$ cat config.mk
export PLATFORM = sky130hd
export DESIGN_NAME = vga_timing_gen
export DESIGN_NICKNAME = d
export VERILOG_FILES = /design/src/rtl/vga_timing_pkg.sv /design/src/rtl/vga_axis_counter.sv /design/src/rtl/vga_timing_gen.sv
export SDC_FILE = /design/constraint.sdc
export NUM_CORES = 1
export LEC_CHECK = 0
export ABC_AREA = 0
export CAP_MARGIN = 20
export CORE_ASPECT_RATIO = 1.25
export CORE_MARGIN = 2
export CORE_UTILIZATION = 59
export DETAILED_ROUTE_END_ITERATION = 10
export GPL_ROUTABILITY_DRIVEN = 0
export PLACE_DENSITY = 0.84
export SLEW_MARGIN = 15
export SYNTH_ARGS = -nofsm -noshare
export SYNTH_HDL_FRONTEND = slang
export SYNTH_SLANG_ARGS = --single-unit
$ cat constraint.sdc
create_clock -name CLK -period 5.1 [get_ports CLK]
set_clock_uncertainty 0.1 [all_clocks]
set_input_delay 0.765 -clock CLK [delete_from_list [all_inputs] [get_ports CLK]]
set_output_delay 0.765 -clock CLK [all_outputs]
set_load 0.1 [all_outputs]
$ cat src/rtl/vga_timing_pkg.sv
// Shared widths, mode descriptor and default 640x480@60 timing for the VGA raster generator.
package vga_timing_pkg;

  localparam int CNT_W     = 12;
  localparam int MAX_TOTAL = 1 << CNT_W;

  // One extra bit so a single region may span the full 4096-entry counter range.
  typedef logic [CNT_W:0] cnt_ext_t;

  typedef struct packed {
    cnt_ext_t active;
    cnt_ext_t fp;
    cnt_ext_t sync;
    cnt_ext_t bp;
  } vga_mode_t;

  localparam int VGA_640X480_DIV = 4;

  localparam vga_mode_t VGA_640X480_H = '{
    active: cnt_ext_t'(640),
    fp:     cnt_ext_t'(16),
    sync:   cnt_ext_t'(96),
    bp:     cnt_ext_t'(48)
  };

  localparam vga_mode_t VGA_640X480_V = '{
    active: cnt_ext_t'(480),
    fp:     cnt_ext_t'(10),
    sync:   cnt_ext_t'(2),
    bp:     cnt_ext_t'(33)
  };

  function automatic int mode_total(input vga_mode_t m);
    return int'(m.active) + int'(m.fp) + int'(m.sync) + int'(m.bp);
  endfunction

endpackage

$ cat src/rtl/vga_axis_counter.sv
// One raster axis: a wrapping position counter advanced by i_step, plus
// combinational region flags (sync, active, start) decoded from the current count.
module vga_axis_counter
  import vga_timing_pkg::*;
#(
  parameter vga_mode_t MODE = VGA_640X480_H
) (
  input  logic             i_clk,
  input  logic             i_rst_n,
  input  logic             i_step,
  output logic             o_wrap,
  output logic [CNT_W-1:0] o_cnt,
  output logic             o_sync,
  output logic             o_active,
  output logic             o_start
);

  localparam int       TOTAL   = mode_total(MODE);
  localparam cnt_ext_t LAST    = cnt_ext_t'(TOTAL - 1);
  localparam cnt_ext_t SYNC_LO = cnt_ext_t'(int'(MODE.active) + int'(MODE.fp));
  localparam cnt_ext_t SYNC_HI = cnt_ext_t'(int'(MODE.active) + int'(MODE.fp) + int'(MODE.sync));
  localparam cnt_ext_t ACT_LIM = MODE.active;

  logic [CNT_W-1:0] r_cnt;
  cnt_ext_t         w_cnt_ext;
  logic             w_last;

  assign w_cnt_ext = {1'b0, r_cnt};
  assign w_last    = (w_cnt_ext == LAST);

  always_ff @(posedge i_clk or negedge i_rst_n) begin
    if (!i_rst_n) begin
      r_cnt <= '0;
    end else if (i_step) begin
      r_cnt <= w_last ? '0 : r_cnt + 1'b1;
    end
  end

  assign o_wrap   = i_step && w_last;
  assign o_cnt    = r_cnt;
  assign o_sync   = (w_cnt_ext >= SYNC_LO) && (w_cnt_ext < SYNC_HI);
  assign o_active = (w_cnt_ext < ACT_LIM);
  assign o_start  = (r_cnt == '0);

endmodule

$ cat src/rtl/vga_timing_gen.sv
// Parametrised VGA raster timing generator with a programmable pixel clock-enable.
// Optional framebuffer look-ahead outputs (fetch_x/fetch_valid) under `VGA_TIMING_PREFETCH_EN.
module vga_timing_gen
  import vga_timing_pkg::*;
#(
  parameter int CLK_DIV  = VGA_640X480_DIV,
  parameter int H_ACTIVE = int'(VGA_640X480_H.active),
  parameter int H_FP     = int'(VGA_640X480_H.fp),
  parameter int H_SYNC   = int'(VGA_640X480_H.sync),
  parameter int H_BP     = int'(VGA_640X480_H.bp),
  parameter int V_ACTIVE = int'(VGA_640X480_V.active),
  parameter int V_FP     = int'(VGA_640X480_V.fp),
  parameter int V_SYNC   = int'(VGA_640X480_V.sync),
  parameter int V_BP     = int'(VGA_640X480_V.bp),
  parameter bit HS_POL   = 1'b0,
  parameter bit VS_POL   = 1'b0
) (
  input  logic             CLK,
  input  logic             RESETN,
  output logic             pix_en,
  output logic             HS,
  output logic             VS,
  output logic             blank,
  output logic [CNT_W-1:0] x,
  output logic [CNT_W-1:0] y,
  output logic             line_start,
  output logic             frame_start
`ifdef VGA_TIMING_PREFETCH_EN
  ,
  output logic [CNT_W-1:0] fetch_x,
  output logic             fetch_valid
`endif
);

  localparam int H_TOTAL = H_ACTIVE + H_FP + H_SYNC + H_BP;
  localparam int V_TOTAL = V_ACTIVE + V_FP + V_SYNC + V_BP;
  localparam int DIV_W   = (CLK_DIV > 1) ? $clog2(CLK_DIV) : 1;

  localparam logic [DIV_W-1:0] DIV_LAST = DIV_W'(CLK_DIV - 1);

  localparam vga_mode_t H_MODE = '{
    active: cnt_ext_t'(H_ACTIVE),
    fp:     cnt_ext_t'(H_FP),
    sync:   cnt_ext_t'(H_SYNC),
    bp:     cnt_ext_t'(H_BP)
  };

  localparam vga_mode_t V_MODE = '{
    active: cnt_ext_t'(V_ACTIVE),
    fp:     cnt_ext_t'(V_FP),
    sync:   cnt_ext_t'(V_SYNC),
    bp:     cnt_ext_t'(V_BP)
  };

  generate
    if (CLK_DIV < 1 || H_TOTAL > MAX_TOTAL || V_TOTAL > MAX_TOTAL) begin : g_cfg_error
      $error("vga_timing_gen: CLK_DIV must be >= 1 and H_TOTAL/V_TOTAL must fit 12-bit counters");
    end
  endgenerate

  // Stage p0: clock-enable divider; r_vld_p0 is the pix_en pulse.
  logic [DIV_W-1:0] r_div;
  logic             r_vld_p0;
  logic             w_div_wrap;

  assign w_div_wrap = (r_div == DIV_LAST);

  always_ff @(posedge CLK or negedge RESETN) begin
    if (!RESETN) begin
      r_div    <= '0;
      r_vld_p0 <= 1'b0;
    end else begin
      r_div    <= w_div_wrap ? '0 : r_div + 1'b1;
      r_vld_p0 <= w_div_wrap;
    end
  end

  logic [CNT_W-1:0] w_hcnt;
  logic [CNT_W-1:0] w_vcnt;
  logic             w_h_wrap;
  logic             w_v_wrap_unused;
  logic             w_h_sync;
  logic             w_v_sync;
  logic             w_h_act;
  logic             w_v_act;
  logic             w_h_start;
  logic             w_v_start;

  vga_axis_counter #(
    .MODE(H_MODE)
  ) u_hcnt (
    .i_clk   (CLK),
    .i_rst_n (RESETN),
    .i_step  (r_vld_p0),
    .o_wrap  (w_h_wrap),
    .o_cnt   (w_hcnt),
    .o_sync  (w_h_sync),
    .o_active(w_h_act),
    .o_start (w_h_start)
  );

  // Frame end is implied by the (0,0) start decode, so the vertical wrap has no consumer.
  vga_axis_counter #(
    .MODE(V_MODE)
  ) u_vcnt (
    .i_clk   (CLK),
    .i_rst_n (RESETN),
    .i_step  (w_h_wrap),
    .o_wrap  (w_v_wrap_unused),
    .o_cnt   (w_vcnt),
    .o_sync  (w_v_sync),
    .o_active(w_v_act),
    .o_start (w_v_start)
  );

  // Stage p1: outputs registered from the counter state present at the pix_en.
  logic             r_hs_p1;
  logic             r_vs_p1;
  logic             r_blank_p1;
  logic [CNT_W-1:0] r_x_p1;
  logic [CNT_W-1:0] r_y_p1;
  logic             r_ls_p1;
  logic             r_fs_p1;

  always_ff @(posedge CLK or negedge RESETN) begin
    if (!RESETN) begin
      r_hs_p1    <= ~HS_POL;
      r_vs_p1    <= ~VS_POL;
      r_blank_p1 <= 1'b1;
      r_x_p1     <= '0;
      r_y_p1     <= '0;
      r_ls_p1    <= 1'b0;
      r_fs_p1    <= 1'b0;
    end else if (r_vld_p0) begin
      r_hs_p1    <= w_h_sync ? HS_POL : ~HS_POL;
      r_vs_p1    <= w_v_sync ? VS_POL : ~VS_POL;
      r_blank_p1 <= ~(w_h_act & w_v_act);
      r_x_p1     <= w_h_act ? w_hcnt : '0;
      r_y_p1     <= w_vcnt;
      r_ls_p1    <= w_h_start;
      r_fs_p1    <= w_h_start & w_v_start;
    end
  end

  assign pix_en      = r_vld_p0;
  assign HS          = r_hs_p1;
  assign VS          = r_vs_p1;
  assign blank       = r_blank_p1;
  assign x           = r_x_p1;
  assign y           = r_y_p1;
  assign line_start  = r_ls_p1;
  assign frame_start = r_fs_p1;

`ifdef VGA_TIMING_PREFETCH_EN
  generate
    if (H_TOTAL < 2) begin : g_prefetch_cfg_error
      $error("vga_timing_gen: prefetch look-ahead needs H_TOTAL >= 2");
    end
  endgenerate

  // Look-ahead two pixels; crossing the line end moves to the next row of the frame.
  cnt_ext_t         w_h_ahead_raw;
  cnt_ext_t         w_h_ahead;
  logic             w_h_ahead_wrap;
  logic             w_v_last;
  logic [CNT_W-1:0] w_v_ahead;
  logic             w_fetch_valid;

  assign w_h_ahead_raw  = {1'b0, w_hcnt} + cnt_ext_t'(2);
  assign w_h_ahead_wrap = (w_h_ahead_raw >= cnt_ext_t'(H_TOTAL));
  assign w_h_ahead      = w_h_ahead_wrap ? w_h_ahead_raw - cnt_ext_t'(H_TOTAL) : w_h_ahead_raw;
  assign w_v_last       = ({1'b0, w_vcnt} == cnt_ext_t'(V_TOTAL - 1));
  assign w_v_ahead      = !w_h_ahead_wrap ? w_vcnt : (w_v_last ? '0 : w_vcnt + 1'b1);
  assign w_fetch_valid  = (w_h_ahead < cnt_ext_t'(H_ACTIVE)) &&
                          ({1'b0, w_v_ahead} < cnt_ext_t'(V_ACTIVE));

  logic [CNT_W-1:0] r_fetch_x_p1;
  logic             r_fetch_valid_p1;

  always_ff @(posedge CLK or negedge RESETN) begin
    if (!RESETN) begin
      r_fetch_x_p1     <= '0;
      r_fetch_valid_p1 <= 1'b0;
    end else if (r_vld_p0) begin
      r_fetch_x_p1     <= w_fetch_valid ? CNT_W'(w_h_ahead) : '0;
      r_fetch_valid_p1 <= w_fetch_valid;
    end
  end

  assign fetch_x     = r_fetch_x_p1;
  assign fetch_valid = r_fetch_valid_p1;
`endif

endmodule

==> results of run 1 <==
## layout by cell type, fill, tap and decap left out, drive strengths merged, types with 8 or more instances in the layout
master | synthesis | routed
nand3 | 12 | 12
nor2 | 18 | 18
clkdlybuf4s50 | 0 | 30
xnor2 | 10 | 10
a22o | 10 | 10
nand2 | 13 | 13
nor3 | 8 | 8
mux2 | 12 | 12
inv | 12 | 12
o21ai | 12 | 12
dfrtp | 53 | 53
## cell type report
class                           count  share of cell area
Tap cell                           56              0.0236
Timing Repair Buffer               33               0.108
Sequential cell                    56               0.474
Clock buffer                        6              0.0245
Multi-Input combinational cell    148               0.353
Inverter                           12              0.0152
Clock inverter                      1             0.00169
## where the power goes
part | total [uW] | internal (uW) | switching [uW]
Sequential | 444 | 444 | 0
Clock | 222 | 93.7 | 128
Combinational | 8.61 | 0.766 | 7.85
## layer usage
metal | track usage | routed length [um] | share of wire | vias up
li1 | - | - | - | 866
met1 | 0.250 | 2000 | 0.43 | 898
met2 | 0.368 | 2510 | 0.53 | 36
met3 | 0.0304 | 133 | 0.028 | 7
met4 | 0.0844 | 69 | 0.015 | 0
met5 | 0 | 0 | 0 | -
## worst max-delay path, cell delays in order, from the launching register on
cell and delay [ns]:
dfrtp_1 0.33, buf_4 0.32, clkdlybuf4s50_1 1.21
## kinds of logic after synthesis
kind of cell,synth area share
buf+inv,0.0458
xor+xnor,0.0409
flops,0.547
compound gates,0.101
fa+ha+maj,0.0292
mux,0.0526
simple gates,0.183
## flip-flops by register name, indices dropped and copies added (netlist names)
register      count
blank             1
line_start        1
VS                1
y                12
HS                1
x                12
frame_start       1
pix_en            1
r_div             2
u_hcnt.o_cnt     12
u_vcnt.o_cnt     12
## through the flow
step	area, um^2	setup WS (ns)	power, uW	hold WS, ns	util
after floorplan	2570	2.95	453	0.303	-
after global placement	2890	2.41	462	0.313	0.699
after detailed placement	2890	2.38	462	0.322	0.699
after CTS	2960	2.05	682	0.339	0.717
after global routing	2960	1.99	701	0.359	0.717
final	2960	2.06	674	0.334	0.717
## worst paths after layout
kind                                from              end  slack, ns  depth (start not counted)
worst max-delay path              pix_en           pix_en       2.06                          2
worst min-delay path            r_div[0]         r_div[0]       0.33                          1
worst max register to register    pix_en  u_vcnt.o_cnt[3]       2.98                          5
worst min register to register  r_div[0]         r_div[0]       0.33                          1
max in group asynchronous         RESETN  u_vcnt.o_cnt[5]       3.99                          2
min in group asynchronous         RESETN             x[6]       0.47                          2
==> run summary, run 1 <==
Max Cap Viol -> 0
Syn Inst Count -> 229
Lkg Pwr -> 0.00128 uW
final hold vios -> 0
Post-Place Cells -> 305
GRT Residual Overflow -> 0
Setup CP Type -> flop to primary output
min-delay worst type -> flop to flop
number of detailed-route iterations in the first pass -> 4
P per Cell Area -> 228 nW/um^2
vias in the first global route -> 1711
Yosys top cell area share -> 0.516
Final Non-Filler Cells -> 312
Routed Antenna Nets -> 0
Resized cells post-CTS -> 0
Syn. warnings -> 0
Max VDD drop -> 0.180 mV
H-tree depth reported by CTS -> 2
top cells by area, synth -> dfrtp_1 52%, mux2_2 5.3%, a22o_1 3.4%, xnor2_1 3.4%, dfstp_2 3.1%
Multi-input gate area -> 1050 um^2
Post-Syn Area per Cell -> 11.2 um^2
Fillers -> 309
Worst-Skew Late Latency -> 0.30 ns
Area growth syn-to-layout -> 15.4%
clk root buf -> clkbuf_8
Buffers on Ports -> 31
min cycle time layout -> 3.04 ns
sequential area share after synthesis -> 0.547
first-pass GRT wire length -> 7980 um
Synth cell types -> 46
wire per inst -> 15.1 um
Worst Max-Slew Pin Slew -> 0.977 ns
Die Y -> 77.8 um
Site Rows -> 26
DR vias -> 1807
Worst Path Required -> 4.24 ns
largest net degree at the start of global routing -> 57
Initial DRC Count -> 66
Storage cell area -> 1410 um^2
Core ar. -> 4130 um^2
fin. max-slew vios -> 0
cts bufs inserted -> 5
clock sink total -> 56
DRT Wirelength -> 4710 um
final setup fails -> 0
Synth area leader -> dfrtp_1
net count after synthesis -> 237
antenna diode count -> 0
setup TNS -> 0 ns
clk buf depth -> 2
hold-fix buffers at CTS -> 0
status -> completed
Clock transition at path regs -> 0.09 ns
# IOs -> 32
post-CTS setup buffers -> 0
worst relative slew slack -> 0.347
ys async rst share -> 1.00
DIE AREA -> 4900 um^2
Synth top cells by count -> 53 x dfrtp_1, 17 x nor2_1, 12 x inv_1, 12 x mux2_2, 12 x nand2_1
most frequent cell after synthesis -> dfrtp_1
mapped cell area -> 2570 um^2
CP Max Fanout -> 32
fmax -> 0.329 GHz
Tcrit/Tclk final -> 0.595
share of layout cells above drive strength 1 -> 0.125
total track usage -> 0.207
HPWL Detailed -> 3300 um
detailed-route DRC error count -> 0
Synth Flop Type -> dfrtp_1
startpoint type of the worst setup path -> flop
RSZ-0062 raised after global routing -> false
Nets -> 264
vias per cell -> 5.79
Worst Setup End Kind -> primary output
Synth Register Bits -> 56
Initial Utilization -> 0.622
EDFF count, synth -> 0
CTS tree -> yes
Chip Width -> 63.0 um
initial antenna violation count -> 0
worst path arrival time -> 2.17 ns
Note: power is estimated with default switching activity, not from simulation.
==> inputs of run 2 (changes only) <==
- CORE_UTILIZATION: 59 -> 49
- PLACE_DENSITY: 0.84 -> 0.75
- clock period: 5.1 -> 2.7 ns (I/O delays scaled with it)
==> run summary, run 2 (synthesis results as in run 1) <==
Final Core Density -> 0.575
min cycle time layout -> 1.98 ns
setup TNS -> 0 ns
worst-case hold slack -> 0.107 ns
Worst-Skew Late Latency -> 0.31 ns
Buffers on Ports -> 31
Die Y -> 85.0 um
FF-to-FF End -> u_vcnt.o_cnt[4]
share of layout cells above drive strength 1 -> 0.249
cell family with most CP delay -> simple AND/OR/NAND/NOR gates
hold-fix buffers at CTS -> 0
Core ar. -> 5080 um^2
startpoint type of the worst setup path -> flop
Bufs and invs on worst path -> 1
first-pass GRT wire length -> 8330 um
CP peak stage delay -> 0.45 ns
DR vias -> 1808
Crit-path slowest cell -> dfrtp_1
Nets -> 264
Critical Path End -> u_vcnt.o_cnt[4]
register-to-register setup slack -> 0.72 ns
wire per inst -> 15.5 um
most frequent cells in the layout -> 53 x dfrtp_1, 31 x buf_4, 17 x nor2_1
detailed-route DRC error count -> 0
Lkg Pwr -> 0.00134 uW
Design Power -> 1320 uW
Max Cap Viol -> 0
Resized cells post-CTS -> 0
crit-path cells -> inv_1 > ha_1 > nor4b_2 > and4b_1 > o21ai_0 > a21o_1
DIE AREA -> 5840 um^2
Initial DRC Count -> 103
clk root buf -> clkbuf_8
GRT Residual Overflow -> 0
clk buf depth -> 2
HPWL Detailed -> 3490 um
min-delay worst type -> input port to async pin
largest net degree at the start of global routing -> 57
Clock transition at path regs -> 0.10 ns
Worst Setup End Kind -> flop
worst path arrival time -> 2.08 ns
Max VDD drop -> 0.357 mV
Multi-input gate area -> 1050 um^2
Worst Max-Slew Pin Slew -> 0.682 ns
Fillers -> 447
antenna diode count -> 0
worst relative slew slack -> 0.545
fmax -> 0.506 GHz
most common cell after layout, fill and taps aside -> dfrtp_1
Worst Path Required -> 2.81 ns
Setup CP Type -> flop to flop
CTS tree -> yes
status -> completed
Critical path origin -> u_vcnt.o_cnt[0]
Tcrit/Tclk final -> 0.732
worst r2r path cells -> 6
RR Startpoint -> u_vcnt.o_cnt[0]
critical path depth -> 6
H-tree depth reported by CTS -> 2
P per Cell Area -> 451 nW/um^2
vias in the first global route -> 1732
final hold vios -> 0
initial antenna violation count -> 0
Chip Width -> 68.8 um
# IOs -> 32
fin. max-slew vios -> 0
Storage cell area -> 1410 um^2
cts bufs inserted -> 5
Area growth syn-to-layout -> 13.8%
Initial Utilization -> 0.506
post-CTS setup buffers -> 0
total track usage -> 0.186
CP Max Fanout -> 8
Routed Antenna Nets -> 0
clock sink total -> 56
final setup fails -> 0
number of detailed-route iterations in the first pass -> 4
RSZ-0062 raised after global routing -> false
vias per cell -> 5.67
Site Rows -> 29
DRT Wirelength -> 4940 um
-- run 2: final cells by class --
class                   count  share of cell area
clock buffers               5              0.0235
clock inverters             3             0.00771
inverters                  12              0.0154
multi-input cells         148               0.358
flip-flops and latches     56               0.481
well taps                  62              0.0265
repair buffers             33              0.0882
-- run 2: power breakdown --
part,switching (uW),internal (uW)
Combinational,15.2,1.44
Clock,277,186
Sequential,0,838
-- run 2: per-layer routing --
layer / part of all wire / vias up / GRT usage
li1: - / 865 / -
met1: 0.42 / 882 / 0.242
met2: 0.52 / 49 / 0.309
met3: 0.037 / 12 / 0.0318
met4: 0.025 / 0 / 0.0642
met5: 0 / - / 0
-- run 2: how the worst min path moves through the flow --
stage	endpoint	slack [ns]
after floorplan	frame_start	0.009
after global placement	r_div[0]	0.32
after detailed placement	r_div[0]	0.33
after CTS	x[7]	0.13
after global routing	u_hcnt.o_cnt[5]	0.18
final	x[7]	0.11
-- run 2: per-stage QoR --
| stage | instances | setup slack (ns) | instance area, um^2 |
|---|---|---|---|
| finish | 319 | 0.723 | 2920 |
| CTS | 319 | 0.746 | 2920 |
| floorplan | 229 | 0.550 | 2570 |
| global placement | 311 | 0.780 | 2830 |
| detailed placement | 311 | 0.780 | 2830 |
| global route | 319 | 0.535 | 2920 |
==> edit 1: new RTL, settings of run 2 <==
`HS_POL`: 1'b0 -> 1'b1.
--- a/src/rtl/vga_timing_gen.sv
+++ b/src/rtl/vga_timing_gen.sv
@@ -14,3 +14,3 @@
   parameter int V_BP     = int'(VGA_640X480_V.bp),
-  parameter bit HS_POL   = 1'b0,
+  parameter bit HS_POL   = 1'b1,
   parameter bit VS_POL   = 1'b0
Function: changed (a bounded check fails within 4 cycles, from zero or initial values and one cycle with RESETN low).
==> edit 1 against run 2 <==
The run now ends with hold timing left. Cell area rose by 1.3%. Critical path depth fell by 2. Worst setup slack got worse by 0.39 ns. Area after synthesis rose by 3.4%. Sequential cell count did not move. Wire length rose by 2.7%. Via count rose by 3.6%. Total power fell by 0.73%. Critical path type unchanged. Largest power group unchanged. Cell count rose by 4.4%.
==> edit 1: results (changes against run 2) <==
outcome complete, but fails checks (was complete, no violations); violated checks hold timing; Peak VDD IR 0.335 mV (was 0.357 mV); top post-synthesis cells by area dfrtp_1 (51%), mux2_2 (5.1%), nand2_1 (3.4%), o2bb2ai_1 (3.3%), xnor2_1 (3.0%) (was dfrtp_1 (52%), mux2_2 (5.3%), a22o_1 (3.4%), xnor2_1 (3.4%), dfstp_2 (3.1%)); Critical path origin u_hcnt.o_cnt[7] (was u_vcnt.o_cnt[0]); async set-reset flop share out of synthesis 100% (unchanged); gr usage total 18.2% (was 18.6%); Int Power 1020 uW (was 1030 uW); total CTS buffers 5 (unchanged); crit path max fanout 12 (was 8); RR Endpoint u_vcnt.o_cnt[10] (was u_vcnt.o_cnt[4]); Leak 0.00131 uW (was 0.00134 uW); Antenna diodes 0 (unchanged); worst hold slack -0.0154 ns (was 0.107 ns); DP HPWL 3580 um (was 3490 um); DRT iter0 DRCs 77 (was 103); CP max stage cell or4_4 (was dfrtp_1); clk slew on worst S/H paths 0.11 ns; CTS root buffer clkbuf_8 (unchanged); fillers 463 (was 447); Final Hold Violating Endpoints 11 (was 0); CP max stage delay 0.60 ns (was 0.45 ns); fin. max-slew vios 0 (unchanged); Crit path max-delay family simple AND/OR/NAND/NOR gates (unchanged); Worst-Skew Late Latency 0.32 ns; worst r2r path cells 4 (was 6); Worst Path Arrival 2.50 ns (was 2.08 ns); Port Buf Inserts 31 (unchanged); Post-CTS Setup Bufs 0 (unchanged); setup slack, reg-to-reg 0.33 ns (was 0.72 ns); Slew @ Worst Pin 0.621 ns (was 0.682 ns); most frequent cells after synthesis dfrtp_1 (54), nand2_1 (24), inv_1 (12), mux2_2 (12), o21ai_0 (12) (was dfrtp_1 (53), nor2_1 (17), inv_1 (12), mux2_2 (12), nand2_1 (12)); final wirelength 5070 um (was 4940 um); layout cells sized above 1 22.3% (was 24.9%); Clock Path Buffers 2 (unchanged); global-route wire length before repair 8760 um (was 8330 um); CTS resizes 0 (unchanged); initial antenna violation count 0 (unchanged); Primary FF master, synth dfrtp_1 (unchanged); min-delay worst type in -> async (unchanged); Net Count, Synth 249 (was 237); Netlist cell types 39 (was 46); largest net degree at the start of global routing 31 (was 57); H-tree depth 2 (unchanged); RR Startpoint u_hcnt.o_cnt[7] (was u_vcnt.o_cnt[0]); register area share after synthesis 52.8% (was 54.7%); number of global-route vias before repair 1851 (was 1732); routed vias/inst 5.62 (was 5.67); fin nets 276 (was 264)
[edit 1: changes by cell type after synthesis, sizes merged, moves of 3 or more]
cell and change:
or3 +5, nor2 -8, mux2i +3, a22o -10, o2bb2ai +8, nand2 +11, a21oi +7, and3 -4
buf -5, clkbuf +6
[edit 1: area by class of cell]
| type | instances | area share (%) |
|---|---|---|
| Timing Repair Buffer | 36 | 9.89 |
| Sequential cell | 56 | 47.4 |
| Clock inverter | 2 | 0.423 |
| Clock buffer | 6 | 2.45 |
| Multi-Input combinational cell | 157 | 35.6 |
| Inverter | 12 | 1.52 |
| Tap cell | 64 | 2.70 |
[edit 1: power by group through the flow]
| stage | registers, uW | logic, uW | clock network, uW |
|---|---|---|---|
| after floorplan | 855 | 0.000409 | 0 |
| after global placement | 855 | 20.8 | 0 |
| after detailed placement | 855 | 20.9 | 0 |
| after CTS | 838 | 21.1 | 465 |
| after global routing | 838 | 23.7 | 498 |
| final | 838 | 19.4 | 451 |
[edit 1: routing by layer]
layer	wire length, um	up-vias	track usage, %
met3	186	11	3.72
met5	0	-	0
met4	130	0	7.52
li1	-	893	-
met2	2600	38	29.5
met1	2150	931	23.9
[edit 1: kinds of logic after synthesis]
group	count (synthesis)	share of synthesized area [%]
and+or+nand+nor	88	18.2
DFF	56	52.8
AOI/OAI and AO/OA	37	8.81
muxes	15	6.22
adders and majority gates	6	2.83
buffers and inverters	28	7.49
xor gates and xnor gates	11	3.63
[edit 1: worst max path at each step]
stage | endpoint | slack, ns | cells after the start
finish | u_vcnt.o_cnt[10] | 0.33 | 4
global route | u_vcnt.o_cnt[10] | 0.25 | 4
CTS | u_vcnt.o_cnt[10] | 0.34 | 4
detailed placement | u_vcnt.o_cnt[10] | 0.38 | 4
global placement | u_vcnt.o_cnt[10] | 0.42 | 4
floorplan | u_vcnt.o_cnt[10] | 0.24 | 4
[edit 1: worst reg2reg max path, cell delays in order, from the launching register on]
cell and delay (ns):
dfrtp_1 0.46, or4_4 0.60, or4_4 0.52, or4b_1 0.52, o21ai_0 0.08
[edit 1: through the flow]
step | total power, uW | area [sq um] | cells | worst slack, ns
3_5_place_dp | 876 | 2880 | 325 | 0.384
5_1_grt | 1360 | 2960 | 333 | 0.253
2_1_floorplan | 855 | 2660 | 241 | 0.244
4_1_cts | 1320 | 2960 | 333 | 0.342
6_report | 1310 | 2960 | 333 | 0.335
3_3_place_gp | 875 | 2880 | 325 | 0.423
==> edit 2: new RTL, settings of run 2 <==
Without the edit above. Register the output `x` once more, cleared by the reset; this adds one clock of latency there. The other outputs are not delayed to match.
--- a/src/rtl/vga_timing_gen.sv
+++ b/src/rtl/vga_timing_gen.sv
@@ -148,3 +148,9 @@
   assign blank       = r_blank_p1;
-  assign x           = r_x_p1;
+  always_ff @(posedge CLK or negedge RESETN) begin
+    if (!RESETN) begin
+      x <= '0;
+    end else begin
+      x <= r_x_p1;
+    end
+  end
   assign y           = r_y_p1;
Check against the original RTL: not equivalent (Yosys sat finds a counterexample within 10 cycles, from zero or initial values and one cycle with RESETN low).
==> edit 2 against run 2 <==
Area after synthesis is 16% higher. Maximum frequency is 1.5% lower. Total power is 47% higher. Cell area is 19% higher. Global-route usage is 0.78 points lower. Sequential cell count is 12 higher. Worst setup slack worse by 0.030 ns. Wire length is 4.0% higher. Combinational power is 40% higher. Non-clock buffer count is 1 higher. Critical path depth is 2 lower. Synthesized cell count is 7.0% higher. Critical endpoint is now u_vcnt.o_cnt[7]. Highest routed layer unchanged.
==> edit 2: results (changes against run 2) <==
worst setup path end u_vcnt.o_cnt[7] (was u_vcnt.o_cnt[4]); initial antenna violation count 0 (unchanged); crit path max fanout 13 (was 8); fin nets 285 (was 264); final wirelength 5140 um (was 4940 um); Netlist cell types 53 (was 46); RR Startpoint u_hcnt.o_cnt[10] (was u_vcnt.o_cnt[0]); Antenna diodes 0 (unchanged); clk slew on worst S/H paths 0.07 ns (was 0.10 ns); total CTS buffers 9 (was 5); Net Count, Synth 253 (was 237); HP Start r_x_p1[10]; Critical path origin u_hcnt.o_cnt[10] (was u_vcnt.o_cnt[0]); Leak 0.00163 uW (was 0.00134 uW); Peak VDD IR 0.322 mV (was 0.357 mV); number of global-route vias before repair 1959 (was 1732); Slew HR 56.6% (was 54.5%); top post-synthesis cells by area dfrtp_1 (55%), mux2_2 (4.9%), a22o_1 (3.5%), dfstp_2 (2.7%), nor2_1 (2.7%) (was dfrtp_1 (52%), mux2_2 (5.3%), a22o_1 (3.4%), xnor2_1 (3.4%), dfstp_2 (3.1%)); layout cells sized above 1 27.7% (was 24.9%); DP HPWL 3440 um (was 3490 um); fillers 472 (was 447); setup slack, reg-to-reg 0.69 ns (was 0.72 ns); Port Buf Inserts 31 (unchanged); register area share after synthesis 57.4% (was 54.7%); largest net degree at the start of global routing 69 (was 57); worst r2r path cells 4 (was 6); routed vias/inst 5.51 (was 5.67); min-delay worst type reg -> reg (was in -> async); global-route wire length before repair 9060 um (was 8330 um); H-tree depth 3 (was 2); gr usage total 17.8% (was 18.6%); CTS root buffer clkbuf_8 (unchanged); Worst-Skew Late Latency 0.34 ns (was 0.31 ns); yosys warns 0 (unchanged); DRT iter0 DRCs 131 (was 103); most frequent cells after synthesis dfrtp_1 (65), nor2_1 (21), inv_1 (14) (was dfrtp_1 (53), nor2_1 (17), inv_1 (12), mux2_2 (12), nand2_1 (12)); Worst Path Arrival 2.13 ns (was 2.08 ns); outcome complete, no violations (unchanged)
-- edit 2: worst min-delay path by stage --
stage	endpoint	depth (start not counted)	slack [ns]
after floorplan	frame_start	0	0.009
after global placement	x[11]	0	0.26
after detailed placement	x[10]	0	0.25
after CTS	x[10]	0	0.27
after global routing	x[11]	0	0.29
final	x[10]	0	0.27
-- edit 2: critical path: stages, from the launching register on --
cell and delay, ns:
dfrtp_1 0.40, nor2_1 0.35, nand3_2 0.33, or2_1 0.36, a221o_1 0.35
-- edit 2: logic make-up (layout without fill, tap and decap cells) --
family          count (synthesis)  after routing  share of synthesized area, %
fa+ha+maj                       6              6                          2.53
xor+xnor                       10             10                          2.95
flops                          68             68                          57.4
mux                            14             14                          5.27
compound gates                 39             39                          9.99
buf+inv                        27             64                          4.38
simple gates                   81             81                          17.4
-- edit 2: per-stage QoR --
step                setup WS [ns]  power [uW]  std cells  instance area (sq um)
floorplan                   0.627        1040        245                   2970
global placement            0.779        1060        331                   3240
detailed placement          0.706        1060        331                   3240
CTS                         0.707        1960        348                   3470
global route                0.599        2010        348                   3470
finish                      0.693        1930        348                   3470
-- edit 2: where the power goes --
part | leakage, uW | total (uW) | internal (uW) | switching (uW)
Sequential | 0.000900 | 1020 | 1020 | 0
Combinational | 0.000624 | 23.3 | 4.52 | 18.7
Clock | 0.000111 | 891 | 521 | 370
Total | 0.00163 | 1930 | 1540 | 388
-- edit 2: metal layers --
metal	global-route usage (%)	up-vias	wire, um
met2	26.4	39	2410
met4	11.1	0	120
li1	-	946	-
met3	4.22	9	172
met1	23.1	924	2430
met5	0	-	0
-- edit 2: area by class of cell --
type                    instances  area [sq um]  share of cell area [%]
flip-flops and latches         68          1710                    49.2
clock inverters                 6          87.6                    2.52
clock buffers                  10           128                    3.68
repair buffers                 34           280                    8.08
well taps                      66          82.6                    2.38
multi-input cells             150          1130                    32.7
inverters                      14          52.6                    1.51
-- edit 2: repair_timing --
item / CTS / global route
resized for setup: 0 / 0
hold buffers: 1 / 0
endpoints found under the hold margin: 65 / 0
